### config.mk
export PLATFORM = sky130hd
export DESIGN_NAME = dpram_arb_flat
export DESIGN_NICKNAME = d
export VERILOG_FILES = /design/src/rtl/dpram_arb_if.sv /design/src/rtl/dpram_arb.sv /design/src/flat_wrapper.sv
export SDC_FILE = /design/constraint.sdc
export NUM_CORES = 1
export LEC_CHECK = 0
export ABC_AREA = 1
export BUFFER_PORTS_ARGS = -buffer_cell sky130_fd_sc_hd__buf_2
export CAP_MARGIN = 20
export CORE_MARGIN = 3
export CORE_UTILIZATION = 40
export DETAILED_ROUTE_END_ITERATION = 8
export HOLD_SLACK_MARGIN = 0.05
export PLACE_DENSITY = 0.72
export SYNTH_ARGS = -nofsm -noshare
export SYNTH_HDL_FRONTEND = slang
export SYNTH_SLANG_ARGS = --single-unit
### constraint.sdc
create_clock -name clk -period 1.2 [get_ports clk]
set_input_delay 0.18 -clock clk [delete_from_list [all_inputs] [get_ports clk]]
set_output_delay 0.18 -clock clk [all_outputs]
set_load 0.02 [all_outputs]
### src/rtl/dpram_arb_if.sv
// Bus bundle between the dpram_arb block, its two requesters and one RAM port.
// The master side is the environment: both requesters plus the RAM read data.
interface dpram_arb_if #(
  parameter int AW = 10,
  parameter int DW = 16
);
  logic          clrreq;
  logic          busy;
  logic          r0req;
  logic          r0we;
  logic [AW-1:0] r0a;
  logic [DW-1:0] r0d;
  logic          r0ack;
  logic [DW-1:0] r0q;
  logic          r1req;
  logic          r1we;
  logic [AW-1:0] r1a;
  logic [DW-1:0] r1d;
  logic          r1ack;
  logic [DW-1:0] r1q;
  logic [AW-1:0] ma;
  logic [DW-1:0] mi;
  logic [DW-1:0] mo;
  logic          mcs;
  logic          mwe;

  modport master (
    output clrreq, r0req, r0we, r0a, r0d, r1req, r1we, r1a, r1d, mo,
    input  busy, r0ack, r0q, r1ack, r1q, ma, mi, mcs, mwe
  );

  modport slave (
    input  clrreq, r0req, r0we, r0a, r0d, r1req, r1we, r1a, r1d, mo,
    output busy, r0ack, r0q, r1ack, r1q, ma, mi, mcs, mwe
  );
endinterface

### src/rtl/dpram_arb.sv
// Round-robin arbiter for two requesters sharing one port of a synchronous
// WRITE_FIRST block RAM, plus a sequencer that zero-fills the whole RAM after
// reset or on a clear request. Every bus output is registered.
module dpram_arb #(
  parameter int AW             = 10,
  parameter int DW             = 16,
  parameter bit CLEAR_ON_RESET = 1'b1
) (
  input  logic        clk,
  input  logic        rst,
  dpram_arb_if.slave  bus
);

  typedef enum logic [2:0] {
    ST_START,
    ST_CLR,
    ST_IDLE,
    ST_ACC,
    ST_CAP
  } state_t;

  state_t        state, state_n;
  logic [AW-1:0] ma_r, ma_n;
  logic [DW-1:0] mi_r, mi_n;
  logic          mcs_r, mcs_n;
  logic          mwe_r, mwe_n;
  logic          busy_r, busy_n;
  logic          r0ack_r, r0ack_n;
  logic          r1ack_r, r1ack_n;
  logic [DW-1:0] r0q_r, r0q_n;
  logic [DW-1:0] r1q_r, r1q_n;
  // Index of the most recently granted requester; the other one wins a tie.
  logic          last_r, last_n;
  // Requester that owns the access currently in flight.
  logic          gnt_r, gnt_n;
  logic          el0, el1, pick;

  assign bus.ma    = ma_r;
  assign bus.mi    = mi_r;
  assign bus.mcs   = mcs_r;
  assign bus.mwe   = mwe_r;
  assign bus.busy  = busy_r;
  assign bus.r0ack = r0ack_r;
  assign bus.r1ack = r1ack_r;
  assign bus.r0q   = r0q_r;
  assign bus.r1q   = r1q_r;

  // Next-state and next-output decode; RAM strobes and ACKs default low.
  always_comb begin
    state_n = state;
    ma_n    = ma_r;
    mi_n    = mi_r;
    mcs_n   = 1'b0;
    mwe_n   = 1'b0;
    busy_n  = busy_r;
    r0ack_n = 1'b0;
    r1ack_n = 1'b0;
    r0q_n   = r0q_r;
    r1q_n   = r1q_r;
    last_n  = last_r;
    gnt_n   = gnt_r;
    // A requester whose ACK is showing this cycle has not yet had a chance
    // to drop REQ, so it is masked to avoid a spurious repeat access.
    el0     = bus.r0req & ~r0ack_r;
    el1     = bus.r1req & ~r1ack_r;
    pick    = (el0 & el1) ? ~last_r : el1;

    case (state)
      ST_START: begin
        ma_n    = '0;
        mi_n    = '0;
        mcs_n   = 1'b1;
        mwe_n   = 1'b1;
        state_n = ST_CLR;
      end
      ST_CLR: begin
        if (&ma_r) begin
          busy_n  = 1'b0;
          state_n = ST_IDLE;
        end else begin
          ma_n  = ma_r + AW'(1);
          mcs_n = 1'b1;
          mwe_n = 1'b1;
        end
      end
      ST_IDLE: begin
        if (bus.clrreq) begin
          busy_n  = 1'b1;
          state_n = ST_START;
        end else if (el0 | el1) begin
          ma_n    = pick ? bus.r1a  : bus.r0a;
          mi_n    = pick ? bus.r1d  : bus.r0d;
          mwe_n   = pick ? bus.r1we : bus.r0we;
          mcs_n   = 1'b1;
          last_n  = pick;
          gnt_n   = pick;
          state_n = ST_ACC;
        end
      end
      ST_ACC: begin
        state_n = ST_CAP;
      end
      ST_CAP: begin
        // WRITE_FIRST RAM: on a write MO already carries the written data.
        if (gnt_r) begin
          r1q_n   = bus.mo;
          r1ack_n = 1'b1;
        end else begin
          r0q_n   = bus.mo;
          r0ack_n = 1'b1;
        end
        state_n = ST_IDLE;
      end
      default: begin
        state_n = ST_IDLE;
      end
    endcase
  end

  // State and registered outputs; reset aborts any access in flight.
  always_ff @(posedge clk) begin
    if (rst) begin
      state   <= CLEAR_ON_RESET ? ST_START : ST_IDLE;
      ma_r    <= '0;
      mi_r    <= '0;
      mcs_r   <= 1'b0;
      mwe_r   <= 1'b0;
      busy_r  <= CLEAR_ON_RESET;
      r0ack_r <= 1'b0;
      r1ack_r <= 1'b0;
      r0q_r   <= '0;
      r1q_r   <= '0;
      last_r  <= 1'b1;
      gnt_r   <= 1'b0;
    end else begin
      state   <= state_n;
      ma_r    <= ma_n;
      mi_r    <= mi_n;
      mcs_r   <= mcs_n;
      mwe_r   <= mwe_n;
      busy_r  <= busy_n;
      r0ack_r <= r0ack_n;
      r1ack_r <= r1ack_n;
      r0q_r   <= r0q_n;
      r1q_r   <= r1q_n;
      last_r  <= last_n;
      gnt_r   <= gnt_n;
    end
  end

endmodule

### src/flat_wrapper.sv
// flat-port wrapper written by rule: the top's interface ports become plain ports
module dpram_arb_flat 
#(
  parameter int AW             = 10,
  parameter int DW             = 16,
  parameter bit CLEAR_ON_RESET = 1'b1
)
  (clk, rst, bus_clrreq, bus_r0req, bus_r0we, bus_r0a, bus_r0d, bus_r1req, bus_r1we, bus_r1a, bus_r1d, bus_mo, bus_busy, bus_r0ack, bus_r0q, bus_r1ack, bus_r1q, bus_ma, bus_mi, bus_mcs, bus_mwe);
  dpram_arb_if #(.AW(AW), .DW(DW)) bus_i ();
  input  logic clk;
  input  logic rst;
  input wire logic [$bits(bus_i.clrreq)-1:0] bus_clrreq;
  input wire logic [$bits(bus_i.r0req)-1:0] bus_r0req;
  input wire logic [$bits(bus_i.r0we)-1:0] bus_r0we;
  input wire logic [$bits(bus_i.r0a)-1:0] bus_r0a;
  input wire logic [$bits(bus_i.r0d)-1:0] bus_r0d;
  input wire logic [$bits(bus_i.r1req)-1:0] bus_r1req;
  input wire logic [$bits(bus_i.r1we)-1:0] bus_r1we;
  input wire logic [$bits(bus_i.r1a)-1:0] bus_r1a;
  input wire logic [$bits(bus_i.r1d)-1:0] bus_r1d;
  input wire logic [$bits(bus_i.mo)-1:0] bus_mo;
  output wire logic [$bits(bus_i.busy)-1:0] bus_busy;
  output wire logic [$bits(bus_i.r0ack)-1:0] bus_r0ack;
  output wire logic [$bits(bus_i.r0q)-1:0] bus_r0q;
  output wire logic [$bits(bus_i.r1ack)-1:0] bus_r1ack;
  output wire logic [$bits(bus_i.r1q)-1:0] bus_r1q;
  output wire logic [$bits(bus_i.ma)-1:0] bus_ma;
  output wire logic [$bits(bus_i.mi)-1:0] bus_mi;
  output wire logic [$bits(bus_i.mcs)-1:0] bus_mcs;
  output wire logic [$bits(bus_i.mwe)-1:0] bus_mwe;
  assign bus_i.clrreq = bus_clrreq;
  assign bus_i.r0req = bus_r0req;
  assign bus_i.r0we = bus_r0we;
  assign bus_i.r0a = bus_r0a;
  assign bus_i.r0d = bus_r0d;
  assign bus_i.r1req = bus_r1req;
  assign bus_i.r1we = bus_r1we;
  assign bus_i.r1a = bus_r1a;
  assign bus_i.r1d = bus_r1d;
  assign bus_i.mo = bus_mo;
  assign bus_busy = bus_i.busy;
  assign bus_r0ack = bus_i.r0ack;
  assign bus_r0q = bus_i.r0q;
  assign bus_r1ack = bus_i.r1ack;
  assign bus_r1q = bus_i.r1q;
  assign bus_ma = bus_i.ma;
  assign bus_mi = bus_i.mi;
  assign bus_mcs = bus_i.mcs;
  assign bus_mwe = bus_i.mwe;
  dpram_arb #(.AW(AW), .DW(DW), .CLEAR_ON_RESET(CLEAR_ON_RESET)) u_core (.clk(clk), .rst(rst), .bus(bus_i));
endmodule
==> results of run 1 <==
tightest hold or removal path, cell delays in order:
cell	delay, ns
buf_2	0.08
o21ai_1	0.06
a21oi_1	0.10
cell families (layout without fill, tap and decap cells):
family          after synthesis  count (layout)  share of synthesized area
buf+inv                      96             274                      0.122
fa+ha+maj                     1               1                    0.00385
flops                        68              68                      0.419
compound gates               98              98                      0.156
simple gates                225             226                      0.299
power by group through the flow:
stage	combinational, mW	clock [mW]	sequential [mW]
finish	1.67	2.05	2.49
global route	1.85	2.20	2.50
CTS	1.53	2.11	2.48
detailed placement	1.41	0	2.52
global placement	1.38	0	2.52
floorplan	0.692	0	2.66
metrics by stage:
step	power (mW)	instances
2_1_floorplan	3.35	488
3_3_place_gp	3.90	743
3_5_place_dp	3.93	743
4_1_cts	6.11	764
5_1_grt	6.54	769
6_report	6.21	769
synthesized netlist by cell type, types with 3 or more instances:
cell type and n:
o21ai_1 3, nor2_4 4, o21ai_0 40, inv_1 69
a21oi_1 52, dfxtp_1 68, nand3_1 23, buf_2 5
nand2_2 4, inv_2 6, nand2_1 146, nand3b_1 5
nor2_1 36, clkbuf_1 9, buf_4 3
routing by layer:
metal,wire length [um],global-route usage,part of all wire,vias to the layer above
met2,4690,0.350,0.49,103
met5,0,0,0,-
met3,641,0.0500,0.067,12
met4,117,0.0592,0.012,0
met1,4060,0.249,0.43,1615
li1,-,-,-,1871
worst max path at each step:
stage | endpoint | cells after the start
global placement | u_core.bus.mi[10] | 8
detailed placement | u_core.bus.ma[0] | 8
global route | u_core.bus.mi[6] | 9
CTS | u_core.bus.ma[6] | 9
floorplan | u_core.bus.busy | 8
finish | u_core.bus.mi[3] | 9
final cells by class:
cell class / count / area [um2]
fill: 717 / 2870
timing repair buffer: 182 / 1160
clock buffer: 10 / 128
inverter: 76 / 290
sequential: 68 / 1390
tap: 102 / 128
clock inverter: 6 / 87.6
multi-input combinational: 325 / 1760
sequential cells by signal, summed over array words and instances (netlist names):
register,cells
u_core.bus.mi,16
u_core.bus.r0q,16
u_core.bus.r1q,16
u_core.bus.ma,10
u_core.state,3
u_core.bus.busy,1
u_core.bus.mcs,1
u_core.bus.mwe,1
u_core.bus.r0ack,1
u_core.bus.r1ack,1
u_core.gnt_r,1
u_core.last_r,1
timing repair:
action / 4_1_cts / 5_1_grt
resized for setup: 21 / 70
pin swaps: 8 / 20
endpoints found under the setup margin: 63 / 65
gates cloned: 2 / 0
setup buffers: 3 / 5
==> results.sh, run 1 <==
export IMPL_status="complete, but fails checks"
export IMPL_violations="setup timing"
export IMPL_grt_use_total=0.203
export IMPL_start_kind="flip-flop"
export IMPL_setup_viol=43
export IMPL_hold_buffers=0
export IMPL_overflow=0
export IMPL_antenna_found_initial=0
export IMPL_worst_hold_path_endpoint="u_core.bus.r1q[7]"
export IMPL_crit_type="reg -> reg"
export IMPL_crit_fanout=8
export IMPL_die_width_um=96.2
export IMPL_design_area_um2=4940
export IMPL_netlist_instances=488
export IMPL_post_dp_cell_area_um2=4360
export IMPL_cp_data_arrival_time_ns=1.62
export IMPL_min_period_ns=1.34
export IMPL_power_share_combinational=0.269
export IMPL_mostFrequentLayoutCells="buf_2 (135), nand2_1 (128), inv_1 (67), dfxtp_1 (55), a21oi_1 (37)"
export IMPL_wl_mm=9.51
export IMPL_crit_slowest_cell="dfxtp_4"
export IMPL_leakagePower_nw=2.52
export IMPL_clockRootBuffer="clkbuf_8"
export IMPL_cts_buffer_depth=2
export IMPL_drt_iter0_markers=110
export IMPL_diodes=0
export IMPL_nets=738
export IMPL_die_area_um2=9250
export IMPL_rr_worst_depth=9
export IMPL_clk_latency_ns=0.33
export IMPL_final_common_cell="buf_2"
export IMPL_hold_depth=3
export IMPL_power_frac_seq=0.401
export IMPL_drive_gt1_frac=0.418
export IMPL_row_count=32
export IMPL_dr_pass1_iters=4
export IMPL_cp_end_kind="flip-flop"
export IMPL_reg2reg_from="u_core.bus.r1ack"
export IMPL_start_util=0.417
export IMPL_grt_pass1_vias=3352
export IMPL_synthArstFlopShare=0
export IMPL_skew_ns=0.00624
export IMPL_startpoint="u_core.bus.r1ack"
export IMPL_gp_congestion=0.856
export IMPL_finalCritPeriodShare=1.12
export IMPL_netlist_area_um2=3250
export IMPL_syn_nets=564
export IMPL_cts_sink_count=68
export IMPL_hold_viol=0
export IMPL_hp_start="bus_mo[7]"
export IMPL_swShare=0.310
export IMPL_drc=0
export IMPL_cp_top_family="simple AND/OR/NAND/NOR gates"
export IMPL_wl_per_cell_um=12.4
export IMPL_holdCritPathClass="in -> reg"
export IMPL_cts_tree="done"
export IMPL_avgViaCountPerCell=4.68
export IMPL_relSlewSlack=0.781
export IMPL_core_area_um2=7810
export IMPL_maxSlewViolCount=0
export IMPL_dr_total_vias=3601
export IMPL_peakVddDrop_mv=1.01
export IMPL_rsz0062_at_grt="true"
export IMPL_reg2reg_to="u_core.bus.mi[3]"
export IMPL_layout_setup_ws_ns=-0.142
export IMPL_cp_cell_sequence="inv_2, nand2_1, nand2_1, nand2_2, nor2_4, nor2_4, clkbuf_16, nand2_4, a21oi_2"
export IMPL_grt_max_degree=47
export IMPL_synth_top_area_frac=0.419
export IMPL_final_antenna_net_count=0
export IMPL_p_per_area_nw_per_um2=1260
export IMPL_area_growth_pct=51.9
export IMPL_synth_sequential_area_ratio=0.419
export IMPL_synth_distinct_cells=28
export IMPL_syn_avg_cell_area_um2=6.66
export IMPL_htreeDepth=3
export IMPL_max_freq_ghz=0.745
export IMPL_p_int_mw=4.29
export IMPL_synth_edf_count=0
export IMPL_post_route_util=0.633
export IMPL_required_ns=1.47
export IMPL_place_ws_ns=-0.124
export IMPL_portBuffers=137
export IMPL_cts_clk_slew_worst_paths_ns=0.08
export IMPL_fin_tns_setup_ns=-3.35
export IMPL_hold_slack_ns=0.116
export IMPL_worst_path_buf_inv=2
export IMPL_r2r_slack_ns=-0.14
export IMPL_die_h_um=96.2
export IMPL_synth_area_leader_cell="dfxtp_1"
export IMPL_p_switching_mw=1.92
export IMPL_hpwlAfterDp_mm=6.67
export IMPL_clkPwrFrac=0.330
export IMPL_yosysWarnings=0
export IMPL_tightest_slew_ns=0.328
export IMPL_synth_main_ff_cell="dfxtp_1"
export IMPL_synth_seq_cells=68
export IMPL_critical_path_max_stage_delay_ns=0.37
export IMPL_ios=138
export IMPL_cap_violations=0
export IMPL_synth_area_top_cells="dfxtp_1 (42%), nand2_1 (17%), a21oi_1 (8.0%)"
export IMPL_grt_pass1_wl_mm=15.1
export IMPL_cts_buffers_inserted=9
Note: power is estimated with default switching activity, not from simulation.
==> run 2: changes to the inputs <==
- CTS_BUF_LIST: default -> sky130_fd_sc_hd__clkbuf_2
==> run 2 against run 1 <==
Against the previous run: the run still ends with setup timing left; total power grew 1.3%; routed wire length rose by 45%; clock-buffer cell count is the same; setup slack worse by 0.15 ns; flip-flop and latch count is the same; global-route usage grew 5.2 points; final cell count up 11%; maximum frequency decreased by 9.8%; critical path depth is the same; hold slack lost 0.022 ns; largest cell class is now buffers.
==> results.sh, run 2 (synthesis gave the netlist of run 1 again) <==
export IMPL_start_kind="flip-flop"
export IMPL_rr_worst_depth=9
export IMPL_skew_ns=0.0244
export IMPL_dr_total_vias=4370
export IMPL_gr_usage_met2=0.451
export IMPL_die_h_um=96.2
export IMPL_start_util=0.417
export IMPL_grt_pass1_wl_mm=18.5
export IMPL_crit_fanout=8
export IMPL_multiInputGateArea_um2=1820
export IMPL_p_int_mw=4.17
export IMPL_required_ns=1.63
export IMPL_relSlewSlack=0.775
export IMPL_drive_gt1_frac=0.497
export IMPL_row_count=32
export IMPL_use_met1=0.281
export IMPL_overflow=0
export IMPL_cts_tree="done"
export IMPL_clk_latency_ns=0.51
export IMPL_portBuffers=137
export IMPL_ios=138
export IMPL_final_common_cell="nand2_1"
export IMPL_holdCritPathClass="in -> reg"
export IMPL_swShare=0.338
export IMPL_wl_per_cell_um=16.2
export IMPL_status="complete, but fails checks"
export IMPL_dr_pass1_iters=4
export IMPL_tightest_slew_ns=0.338
export IMPL_maxSlewViolCount=0
export IMPL_grt_max_degree=47
export IMPL_hold_viol=0
export IMPL_rsz0062_at_grt="true"
export IMPL_cp_end_kind="flip-flop"
export IMPL_fillers=482
export IMPL_clockRootBuffer="clkbuf_2"
export IMPL_met3_usage=0.0539
export IMPL_regArea_um2=1470
export IMPL_drt_iter0_markers=204
export IMPL_crit_slowest_cell="dfxtp_2"
export IMPL_diodes=0
export IMPL_wl_mm=13.8
export IMPL_nets=822
export IMPL_mostFrequentLayoutCells="nand2_1 (124), buf_6 (77), buf_2 (74), inv_1 (66), dfxtp_2 (55)"
export IMPL_die_area_um2=9250
export IMPL_p_per_area_nw_per_um2=1000
export IMPL_min_period_ns=1.49
export IMPL_power_share_combinational=0.348
export IMPL_cp_cell_sequence="inv_2, nand2_1, nand2_2, nand2_4, nor2_4, nor2_4, buf_12, nand2_4, a21oi_2"
export IMPL_area_growth_pct=92.8
export IMPL_power_frac_seq=0.399
export IMPL_p_switching_mw=2.13
export IMPL_peakVddDrop_mv=0.727
export IMPL_antenna_found_initial=0
export IMPL_drc=0
export IMPL_leakagePower_nw=3.02
export IMPL_grt_pass1_vias=4052
export IMPL_cts_clk_slew_worst_paths_ns=0.22
export IMPL_crit_type="reg -> reg"
export IMPL_core_area_um2=7810
export IMPL_setup_viol=71
export IMPL_finalCritPeriodShare=1.24
export IMPL_cts_sink_count=68
export IMPL_hpwlAfterDp_mm=6.67
export IMPL_cts_buffers_inserted=9
export IMPL_violations="setup timing"
export IMPL_htreeDepth=3
export IMPL_hold_slack_ns=0.0940
export IMPL_critical_path_max_stage_delay_ns=0.40
export IMPL_grt_use_total=0.255
export IMPL_final_antenna_net_count=0
export IMPL_max_freq_ghz=0.672
export IMPL_cp_data_arrival_time_ns=1.92
export IMPL_p_total_mw=6.30
export IMPL_cts_buffer_depth=2
export IMPL_grt_busiest_layer="met2"
export IMPL_cap_violations=0
export IMPL_avgViaCountPerCell=5.12
export IMPL_hold_depth=7
export IMPL_layout_setup_ws_ns=-0.288
export IMPL_die_width_um=96.2
export IMPL_clkPwrFrac=0.253
export IMPL_place_ws_ns=-0.124
export IMPL_gp_congestion=0.856
==> run 2: timing repair <==
item                                    in CTS  in global routing
endpoints found under the setup margin     126                124
hold endpoints to repair                    53                  0
pin swaps                                    4                 14
hold buffers                                51                  0
gates resized for setup                    204                 85
cloned                                       2                  5
buffers inserted                            11                 25
==> run 2: final cells by class <==
cell class | count | share of cell area
Timing Repair Buffer | 265 | 0.385
Multi-Input combinational cell | 326 | 0.291
Sequential cell | 68 | 0.235
Inverter | 76 | 0.0467
Tap cell | 102 | 0.0204
Clock inverter | 6 | 0.0140
Clock buffer | 10 | 0.00798
==> run 2: worst paths after layout <==
check               startpoint                end  slack (ns)
max           u_core.bus.r0ack  u_core.bus.mi[14]       -0.29
min                 bus_r0a[6]   u_core.bus.ma[6]        0.09
max reg2reg   u_core.bus.r0ack  u_core.bus.mi[14]       -0.29
min reg2reg  u_core.bus.r0q[9]  u_core.bus.r0q[9]        0.46
==> run 2: worst max-delay path, delay by kind of cell (launching register included) <==
kind | cells | cell delay [ns]
compound gates | 1 | 0.13
buf+inv | 2 | 0.25
flops | 1 | 0.40
simple gates | 6 | 0.63
==> run 2: power by group through the flow <==
stage / registers [mW] / logic, mW / clock network, mW
global placement: 2.52 / 1.38 / 0
global route: 2.52 / 2.36 / 1.69
floorplan: 2.66 / 0.692 / 0
detailed placement: 2.52 / 1.41 / 0
CTS: 2.50 / 1.83 / 1.60
finish: 2.51 / 2.19 / 1.59
==> run 2: through the flow <==
step	area [um2]	util	setup TNS (ns)	instances
after floorplan	3310	-	-1.01	488
after global routing	6270	0.803	-14.27	853
final	6270	0.803	-9.51	853
after CTS	5660	0.725	-4.26	823
after detailed placement	4360	0.558	-2.39	743
after global placement	4360	0.558	-1.37	743
==> run 2: per-layer routing <==
metal	routed length, um	vias to the layer above	part of all wire
met2	7050	231	0.51
met1	5290	2038	0.38
met3	922	56	0.067
li1	-	2045	-
met5	0	-	0
met4	566	0	0.041
==> run 3: changes to the inputs <==
- CELL_PAD_IN_SITES_DETAIL_PLACEMENT: default -> 1
- CELL_PAD_IN_SITES_GLOBAL_PLACEMENT: default -> 1
- CORE_UTILIZATION: 40 -> 30
- HOLD_SLACK_MARGIN: 0.05 -> default
- PLACE_DENSITY: 0.72 -> default
- PLACE_DENSITY_LB_ADDON: default -> 0.1
==> run 3 against run 2 <==
Against the previous run: the flow still finishes with violations (setup timing); core utilization fell by 22 points; global-route usage fell by 5.0 points; sequential share of layout area rose by 0.66 points; register-to-register slack improved by 0.09 ns; total power fell by 1.5%; first-iteration DRC count fell by 59%; clock skew fell by 0.0011 ns; clock power rose by 3%; design area fell by 3.4%; setup slack improved by 0.092 ns; die area rose by 31%; critical path type unchanged; largest cell class unchanged; largest power group unchanged.
==> results.sh, run 3 (synthesis gave the netlist of run 1 again) <==
export IMPL_drc=0
export IMPL_wl_per_cell_um=15.4
export IMPL_grt_use_total=0.205
export IMPL_antenna_found_initial=0
export IMPL_row_count=37
export IMPL_cts_sink_count=68
export IMPL_core_area_um2=10400
export IMPL_die_area_um2=12100
export IMPL_fillers=1277
export IMPL_min_period_ns=1.40
export IMPL_relSlewSlack=0.793
export IMPL_skew_ns=0.0233
export IMPL_post_route_util=0.582
export IMPL_rsz0062_at_grt="true"
export IMPL_gp_congestion=0.771
export IMPL_crit_fanout=9
export IMPL_maxSlewViolCount=0
export IMPL_grt_max_degree=47
export IMPL_setup_viol=74
export IMPL_cts_tree="done"
export IMPL_final_antenna_net_count=0
export IMPL_grt_pass1_wl_mm=19.7
export IMPL_ios=138
export IMPL_cp_data_arrival_time_ns=1.83
export IMPL_holdCritPathClass="in -> reg"
export IMPL_die_width_um=110
export IMPL_status="complete, but fails checks"
export IMPL_peakVddDrop_mv=0.442
export IMPL_area_growth_pct=86.3
export IMPL_finalCritPeriodShare=1.16
export IMPL_worst_path_buf_inv=1
export IMPL_clockRootBuffer="clkbuf_2"
export IMPL_required_ns=1.64
export IMPL_clk_latency_ns=0.51
export IMPL_start_kind="flip-flop"
export IMPL_hold_viol=0
export IMPL_cts_buffer_depth=2
export IMPL_htreeDepth=3
export IMPL_cp_cell_sequence="ha_4, nand2_4, nor2_4, nand4_4, nand2_4, buf_4, nor2_1"
export IMPL_critical_path_max_stage_delay_ns=0.42
export IMPL_diodes=0
export IMPL_cts_buffers_inserted=9
export IMPL_leakagePower_nw=2.79
export IMPL_hpwlAfterDp_mm=8.11
export IMPL_dr_total_vias=4053
export IMPL_cp_common_cell="nand2_4"
export IMPL_overflow=0
export IMPL_cp_top_family="simple AND/OR/NAND/NOR gates"
export IMPL_start_util=0.312
export IMPL_cap_violations=0
export IMPL_cp_end_kind="flip-flop"
export IMPL_crit_type="reg -> reg"
export IMPL_max_freq_ghz=0.716
export IMPL_drt_iter0_markers=84
export IMPL_mostFrequentLayoutCells="nand2_1 (138), buf_6 (79), buf_2 (74), inv_1 (67), dfxtp_2 (62)"
export IMPL_dr_pass1_iters=4
export IMPL_violations="setup timing"
export IMPL_layout_setup_ws_ns=-0.196
export IMPL_avgViaCountPerCell=4.64
export IMPL_final_common_cell="nand2_1"
export IMPL_grt_pass1_vias=4285
export IMPL_die_h_um=110
export IMPL_drive_gt1_frac=0.474
export IMPL_hold_slack_ns=0.0381
export IMPL_nets=809
export IMPL_crit_slowest_cell="dfxtp_4"
export IMPL_portBuffers=137
export IMPL_tightest_slew_ns=0.310
export IMPL_p_per_area_nw_per_um2=1020
export IMPL_cts_clk_slew_worst_paths_ns=0.21
export IMPL_wl_mm=13.5
==> run 3: where the power goes <==
group          total, mW  switching (mW)  internal [mW]
sequential          2.52           0.120           2.40
combinational       2.04            1.02           1.03
clock               1.63           0.932          0.702
total               6.20            2.07           4.14
==> run 3: area by class of cell <==
cell class | instances | area [um2] | share of cell area
clock inverters | 6 | 87.6 | 0.0145
clock buffers | 10 | 50.0 | 0.00826
inverters | 76 | 293 | 0.0483
repair buffers | 253 | 2280 | 0.376
flip-flops and latches | 68 | 1460 | 0.241
multi-input cells | 325 | 1720 | 0.284
well taps | 136 | 170 | 0.0281
==> run 3: metrics by stage <==
stage | cell area (um2) | total power, mW | setup TNS, ns | setup WS (ns) | std cells
floorplan | 3310 | 3.35 | -1.01 | -0.0757 | 488
global placement | 4440 | 3.96 | -2.05 | -0.0935 | 782
detailed placement | 4440 | 4.01 | -5.50 | -0.174 | 782
CTS | 5710 | 6.04 | -5.05 | -0.171 | 858
global route | 6060 | 6.54 | -12.85 | -0.275 | 874
finish | 6060 | 6.20 | -6.22 | -0.196 | 874
==> run 3: worst paths after layout <==
path	from	to	slack [ns]	cells past startpoint
worst min-delay path	bus_r0d[5]	u_core.bus.mi[5]	0.04	5
worst min register to register	u_core.bus.r1q[10]	u_core.bus.r1q[10]	0.47	2
worst max register to register	u_core.bus.ma[0]	u_core.bus.mcs	-0.20	7
worst max-delay path	u_core.bus.ma[0]	u_core.bus.mcs	-0.20	7
==> run 3: what timing repair did <==
item / CTS / global route
gates resized for setup: 211 / 80
endpoints found under the setup margin: 126 / 126
cloned: 0 / 4
pin swaps: 6 / 11
setup buffers: 11 / 12
hold buffers: 49 / 0
hold endpoints to repair: 55 / 0
==> run 3: per-layer routing <==
metal / part of all wire / global-route usage / vias to the layer above
met5: 0 / 0 / -
met4: 0.019 / 0.0677 / 0
met3: 0.050 / 0.0460 / 24
met2: 0.53 / 0.383 / 93
met1: 0.40 / 0.227 / 1919
li1: - / - / 2017
==> run 3: worst min-delay path, delay by kind of cell <==
kind / cells / cell delay (ns)
compound gates: 1 / 0.05
simple gates: 3 / 0.19
buf+inv: 1 / 0.10
